==> src/rtl/fpu_result_pkg.sv <==
// Shared types for the FPU result buffer.
// Defines the packed IEEE-754 single result, the exception flag bundle and the
// combined FIFO entry layout used between the top level and the result FIFO.
package fpu_result_pkg;

    localparam int unsigned FLAG_W = 5;
    localparam int unsigned DATA_W = 32;

    typedef struct packed {
        logic invalid;
        logic div_by_zero;
        logic overflow;
        logic underflow;
        logic inexact;
    } fpu_flags_t;

    typedef struct packed {
        logic        sign;
        logic [7:0]  exponent;
        logic [22:0] fraction;
    } fpu_result_t;

    // One buffered result: data in the upper bits, flags in the lower bits.
    typedef struct packed {
        fpu_result_t result;
        fpu_flags_t  flags;
    } fpu_entry_t;

    localparam int unsigned ENTRY_W = $bits(fpu_entry_t);

endpackage

==> src/rtl/fpu_result_fifo.sv <==
// Result FIFO for the FPU output buffer.
// Ports:
//   clk, reset      clock, asynchronous active-high reset
//   wr_en, wr_data  write request and entry
//   rd_en           pop request (ignored while empty)
//   rd_data         head entry, zero while empty
//   count           number of stored entries
//   full            count == DEPTH
//   wr_drop         write request rejected because the FIFO was full
// Storage is not reset; pointers and count are.
module fpu_result_fifo #(
    parameter  int unsigned DEPTH = 4,
    parameter  int unsigned WIDTH = 37,
    localparam int unsigned CNT_W = $clog2(DEPTH + 1)
) (
    input  logic             clk,
    input  logic             reset,
    input  logic             wr_en,
    input  logic [WIDTH-1:0] wr_data,
    input  logic             rd_en,
    output logic [WIDTH-1:0] rd_data,
    output logic [CNT_W-1:0] count,
    output logic             full,
    output logic             wr_drop
);

    localparam int unsigned PTR_W = (DEPTH > 1) ? $clog2(DEPTH) : 1;

    logic [WIDTH-1:0] mem [DEPTH];
    logic [PTR_W-1:0] wr_ptr_q, wr_ptr_d;
    logic [PTR_W-1:0] rd_ptr_q, rd_ptr_d;
    logic [CNT_W-1:0] count_q, count_d;
    logic             empty;
    logic             do_wr;
    logic             do_rd;

    function automatic logic [PTR_W-1:0] next_ptr(input logic [PTR_W-1:0] p);
        return (p == PTR_W'(DEPTH - 1)) ? '0 : p + PTR_W'(1);
    endfunction

    assign empty = (count_q == '0);
    assign full  = (count_q == CNT_W'(DEPTH));
    assign count = count_q;

    // A pop in the same cycle frees the slot, so a write into a full FIFO is
    // still accepted then; the head entry being replaced is the one leaving.
    assign do_rd   = rd_en && !empty;
    assign do_wr   = wr_en && (!full || do_rd);
    assign wr_drop = wr_en && !do_wr;

    assign rd_data = empty ? '0 : mem[rd_ptr_q];

    always_comb begin
        wr_ptr_d = wr_ptr_q;
        rd_ptr_d = rd_ptr_q;
        count_d  = count_q;
        if (do_wr) begin
            wr_ptr_d = next_ptr(wr_ptr_q);
        end
        if (do_rd) begin
            rd_ptr_d = next_ptr(rd_ptr_q);
        end
        if (do_wr && !do_rd) begin
            count_d = count_q + CNT_W'(1);
        end else if (do_rd && !do_wr) begin
            count_d = count_q - CNT_W'(1);
        end
    end

    always_ff @(posedge clk or posedge reset) begin
        if (reset) begin
            wr_ptr_q <= '0;
            rd_ptr_q <= '0;
            count_q  <= '0;
        end else begin
            wr_ptr_q <= wr_ptr_d;
            rd_ptr_q <= rd_ptr_d;
            count_q  <= count_d;
        end
    end

    always_ff @(posedge clk) begin
        if (do_wr) begin
            mem[wr_ptr_q] <= wr_data;
        end
    end

endmodule

==> src/rtl/fpu_result_buffer.sv <==
// Output buffer at the end of the non-stallable FPU pipeline.
// Captures each result pulse into a FIFO and hands results to the consumer
// with valid/ready. A credit counter gates issue at the FPU input so every
// issued operation owns a buffer slot by the time its result emerges.
// Ports:
//   clk, reset                clock, asynchronous active-high reset
//   issue_valid, issue_ready  operation issue handshake at the FPU input
//   result_valid              one-cycle result pulse from the last stage
//   result_data, result_flags packed single result and exception flags
//   out_valid, out_ready      consumer handshake
//   out_data, out_flags       head result, zero while out_valid is low
//   outstanding               in-flight plus buffered operation count
//   overflow_err              sticky: a result arrived with the FIFO full
module fpu_result_buffer
    import fpu_result_pkg::*;
#(
    parameter  int unsigned DEPTH = 4,
    localparam int unsigned CNT_W = $clog2(DEPTH + 1)
) (
    input  logic              clk,
    input  logic              reset,
    input  logic              issue_valid,
    output logic              issue_ready,
    input  logic              result_valid,
    input  logic [DATA_W-1:0] result_data,
    input  logic [FLAG_W-1:0] result_flags,
    output logic              out_valid,
    input  logic              out_ready,
    output logic [DATA_W-1:0] out_data,
    output logic [FLAG_W-1:0] out_flags,
    output logic [CNT_W-1:0]  outstanding,
    output logic              overflow_err
);

    fpu_entry_t       wr_entry;
    fpu_entry_t       rd_entry;
    logic [CNT_W-1:0] fifo_count;
    logic             fifo_full;
    logic             fifo_drop;
    logic             accept;
    logic             pop;
    logic [CNT_W-1:0] outstanding_q, outstanding_d;
    logic             overflow_q;

    assign wr_entry.result = fpu_result_t'(result_data);
    assign wr_entry.flags  = fpu_flags_t'(result_flags);

    fpu_result_fifo #(
        .DEPTH (DEPTH),
        .WIDTH (ENTRY_W)
    ) u_fifo (
        .clk     (clk),
        .reset   (reset),
        .wr_en   (result_valid),
        .wr_data (wr_entry),
        .rd_en   (out_ready),
        .rd_data (rd_entry),
        .count   (fifo_count),
        .full    (fifo_full),
        .wr_drop (fifo_drop)
    );

    assign out_valid = (fifo_count != '0);
    assign out_data  = rd_entry.result;
    assign out_flags = rd_entry.flags;

    assign issue_ready = (outstanding_q < CNT_W'(DEPTH));
    assign accept      = issue_valid && issue_ready;
    assign pop         = out_valid && out_ready;

    // The zero guard only matters if results were injected without credits.
    always_comb begin
        outstanding_d = outstanding_q;
        if (accept && !pop) begin
            outstanding_d = outstanding_q + CNT_W'(1);
        end else if (pop && !accept && (outstanding_q != '0)) begin
            outstanding_d = outstanding_q - CNT_W'(1);
        end
    end

    always_ff @(posedge clk or posedge reset) begin
        if (reset) begin
            outstanding_q <= '0;
            overflow_q    <= 1'b0;
        end else begin
            outstanding_q <= outstanding_d;
            if (fifo_drop) begin
                overflow_q <= 1'b1;
            end
        end
    end

    assign outstanding  = outstanding_q;
    assign overflow_err = overflow_q;

    // Full status is implied by fifo_drop; kept visible for debug probing.
    logic unused_full;
    assign unused_full = fifo_full;

endmodule
==> config.mk <==
export PLATFORM = sky130hd
export DESIGN_NAME = fpu_result_buffer
export DESIGN_NICKNAME = d
export VERILOG_FILES = /design/src/rtl/fpu_result_pkg.sv /design/src/rtl/fpu_result_fifo.sv /design/src/rtl/fpu_result_buffer.sv
export SDC_FILE = /design/constraint.sdc
export NUM_CORES = 1
export LEC_CHECK = 0
export CAP_MARGIN = 20
export CORE_MARGIN = 2
export CORE_UTILIZATION = 61
export CTS_BUF_LIST = sky130_fd_sc_hd__clkbuf_2
export DETAILED_ROUTE_END_ITERATION = 8
export GPL_TIMING_DRIVEN = 1
export PLACE_DENSITY_LB_ADDON = 0.2
export SETUP_SLACK_MARGIN = 0.2
export SLEW_MARGIN = 20
export SYNTH_ARGS = -nofsm -noshare
export SYNTH_HDL_FRONTEND = slang
export SYNTH_SLANG_ARGS = --single-unit
==> constraint.sdc <==
create_clock -name clk -period 5.8 [get_ports clk]
set_input_delay 0.87 -clock clk [delete_from_list [all_inputs] [get_ports clk]]
set_output_delay 0.87 -clock clk [all_outputs]
set_load 0.01 [all_outputs]
==> PnR_summary.wiki <==
{| class="wikitable"
! Metric !! Value
|-
| Number of detailed-route iterations in the first pass || 6
|-
| RePlAce Congestion || 0.746
|-
| Number of nets at the end of the flow || 450
|-
| Clock latency on the worst-skew pair || 0.65 ns
|-
| Most common cell after layout, fill and taps aside || sky130_fd_sc_hd__edfxtp_1
|-
| WS Path Type || reg2out
|-
| Number of slew-limit violations in the final report || 0
|-
| Setup TNS after final layout || 0 ns
|-
| Die width || 106 um
|-
| Post-synthesis async set-or-reset flop share || 6.92%
|-
| Fillers || 637
|-
| Via Count || 3044
|-
| Synthesized flop and latch total || 159
|-
| Worst path setup slack after routing || 1.70 ns
|-
| Detailed placement HPWL || 6120 um
|-
| Post-detailed-route count of antenna-violating nets || 0
|-
| Final routed wire length divided by cell count || 18.7 um
|-
| GRT Overall Usage || 19.5%
|-
| Slowest cell delay on critical path || 0.97 ns
|-
| Commonest non-fill, non-tap cells in the layout || sky130_fd_sc_hd__edfxtp_1 (148), sky130_fd_sc_hd__clkdlybuf4s50_1 (84), sky130_fd_sc_hd__nor2b_1 (40)
|-
| Count of final hold-check violations || 0
|-
| Overall die height || 106 um
|-
| Antenna violations before repair || 0
|-
| Maxcap violations || 0
|-
| Multi-input combinational cell area || 1520 sq um
|-
| Post-route DRC || 0
|-
| Slowest-stage cell, CP || sky130_fd_sc_hd__dfrtp_2
|-
| Critical path capture point type || primary output
|-
| Met1 WL || 4290 um
|-
| Post-CTS sizing || 0
|-
| Top FF cell, synth || sky130_fd_sc_hd__edfxtp_1
|-
| Maximum number of pins on one net before global-route repair || 40
|-
| Post-Route Skew || 0.0311 ns
|-
| Cells along the critical path || buf_4 -> mux4_2 -> nor2b_1 -> clkdlybuf4s50_1
|-
| Count of flip-flops with a built-in enable after synthesis || 148
|-
| Cts-stage hold buffer count || 0
|-
| Starting density of the core || 62.2%
|-
| Via count of the first global-routing pass || 3209
|-
| Total number of clock tree sinks || 159
|-
| Time the final worst path needs with I/O delays and setup || 4.10 ns
|-
| Period utilisation layout || 70.8%
|-
| Share of synthesized area occupied by flip-flops and latches || 74.2%
|-
| Total die area || 11300 sq um
|-
| Standby leakage power || 2.50 nW
|-
| Clock root cell || sky130_fd_sc_hd__clkbuf_2
|-
| Classification of the worst-slack hold path || in2async
|-
| Grt total ovfl || 0
|-
| Number of rows created at floorplan || 37
|-
| Unrepaired setup endpoints after global routing || no
|-
| Distinct cell type count of the synthesized netlist || 35
|-
| Deepest clock path buffer count || 2
|-
| Power density of the placed cells || 476 nW/um^2
|-
| # H-tree levels || 4
|-
| Dominant cell type by area after synthesis || sky130_fd_sc_hd__edfxtp_1
|-
| Run status || completed
|-
| Net count after synthesis || 361
|-
| Category of the worst setup path launch point || register
|-
| Area grow syn2layout || 18.4%
|-
| Highest metal layer with signal wires || met4
|-
| Average footprint of a synthesized cell || 20.4 sq um
|-
| CTS tree || done
|-
| Post-synthesis instance total || 311
|-
| Setup fix buffers added after clock tree synthesis || 0
|-
| Met2 routed wirelength || 5520 um
|-
| CP Data Required Time || 4.93 ns
|-
| 1st-iter DRT viols || 150
|-
| Diode count || 0
|-
| Worst Tran Pin Value || 1.02 ns
|-
| Timing-limited maximum frequency || 0.244 GHz
|-
| Vias per cell || 5.54
|-
| Post-Route Hold Slack || 0.462 ns
|-
| Boundary Pins || 85
|-
| Worst endpoint data arrival time || 3.23 ns
|-
| Maximum fanout along the worst path || 26
|-
| CTS clock-pin slew for the worst setup and hold paths || 0.23 ns
|-
| Total setup violations reported at the end of the flow || 0
|-
| Total CTS buffers || 17
|-
| Worst max-slew margin expressed relative to the limit || 31.8%
|-
| Sequential cell area || 4720 sq um
|-
| Wire length of the first global-routing pass || 16200 um
|-
| Worst IR drop on VDD || 0.331 mV
|-
| Syn Std Cell Area || 6360 sq um
|-
| Placement-stage worst setup slack || 2.31 ns
|-
| Synth top area cells || sky130_fd_sc_hd__edfxtp_1 (70%), sky130_fd_sc_hd__mux4_2 (13%), sky130_fd_sc_hd__dfrtp_1 (4.3%)
|-
| Area share of the leading cell type in the synthesized netlist || 69.9%
|-
| Floorplan Core Area || 10200 sq um
|-
| Met3 layer wire length in the routed design || 403 um
|-
| Number of warning messages in the yosys log || 0
|-
| Quantity of I/O buffers inserted on ports || 84
|-
| Fraction of layout instances using a drive strength above 1 || 20.1%
|-
| Routed WL || 10300 um
|}
## synth_stat cells, types with 2 or more instances
| cell | number |
|---|---|
| sky130_fd_sc_hd__inv_1 | 6 |
| sky130_fd_sc_hd__mux4_2 | 37 |
| sky130_fd_sc_hd__clkbuf_1 | 7 |
| sky130_fd_sc_hd__nand2_1 | 7 |
| sky130_fd_sc_hd__edfxtp_1 | 148 |
| sky130_fd_sc_hd__mux2i_1 | 3 |
| sky130_fd_sc_hd__a21o_1 | 2 |
| sky130_fd_sc_hd__mux2_1 | 2 |
| sky130_fd_sc_hd__nand3b_1 | 3 |
| sky130_fd_sc_hd__xor2_1 | 2 |
| sky130_fd_sc_hd__ha_1 | 6 |
| sky130_fd_sc_hd__fa_1 | 2 |
| sky130_fd_sc_hd__and2_1 | 4 |
| sky130_fd_sc_hd__dfrtp_1 | 11 |
| sky130_fd_sc_hd__nor3_1 | 3 |
| sky130_fd_sc_hd__buf_2 | 6 |
| sky130_fd_sc_hd__nor2_1 | 3 |
| sky130_fd_sc_hd__nor2b_1 | 40 |
| sky130_fd_sc_hd__nor4_1 | 3 |
## layout make-up
class	count	share of cell area, %
flip-flops and latches	159	62.7
multi-input cells	129	20.2
well taps	136	2.26
clock buffers	18	1.20
repair buffers	86	11.4
inverters	7	0.416
clock inverters	14	1.78
## routing by layer
metal	GRT usage, %	vias up
li1	-	1413
met1	24.4	1547
met2	33.8	78
met3	4.66	6
met4	6.48	0
met5	0	-
## flip-flops by register name, summed over array words and instances (netlist names)
name / count
outstanding: 3
overflow_err: 1
u_fifo.count: 3
u_fifo.mem: 148
u_fifo.rd_ptr_q: 2
u_fifo.wr_ptr_q: 2
## worst max-delay path: cells and delay by family, from the launching register on
| family | cells | cell delay (ns) |
|---|---|---|
| DFF | 1 | 0.97 |
| and+or+nand+nor | 1 | 0.14 |
| muxes | 1 | 0.56 |
| buffers and inverters | 2 | 0.92 |
## stage by stage
stage / total power (W) / std cells / util (%) / area [sq um]
after floorplan: 0.00248 / 311 / - / 6360
after global placement: 0.00306 / 517 / 71.4 / 7300
after detailed placement: 0.00310 / 517 / 71.4 / 7300
after CTS: 0.00363 / 549 / 73.6 / 7530
after global routing: 0.00378 / 549 / 73.6 / 7530
final: 0.00359 / 549 / 73.6 / 7530
## logic make-up after synthesis
kind of cell             synth area share, %
multiplexers                            14.1
flip-flops                              74.2
adder cells (fa/ha/maj)                 1.81
AO/OA/AOI/OAI                          0.964
buffers and inverters                   1.99
AND/OR/NAND/NOR                         6.51
XOR/XNOR                               0.413
## power breakdown
part / total, W / internal (W) / switching, W
sequential: 0.00170 / 0.00151 / 0.000186
combinational: 0.00133 / 0.000793 / 0.000542
clock: 0.000551 / 0.000164 / 0.000387
total: 0.00359 / 0.00247 / 0.00111
## worst paths after layout
| kind | slack (ns) | cells past startpoint | end | startpoint |
|---|---|---|---|---|
| hold / removal | 0.46 | 2 | overflow_err | reset |
| min in group clk | 0.49 | 1 | overflow_err | overflow_err |
| setup reg to reg | 3.37 | 7 | outstanding[1] | u_fifo.count[0] |
| setup / recovery | 1.70 | 4 | out_flags[1] | u_fifo.rd_ptr_q[0] |
| hold reg to reg | 0.49 | 1 | overflow_err | overflow_err |
| max in group asynchronous | 4.98 | 2 | u_fifo.rd_ptr_q[0] | reset |
(Power assumes the default switching activity.)
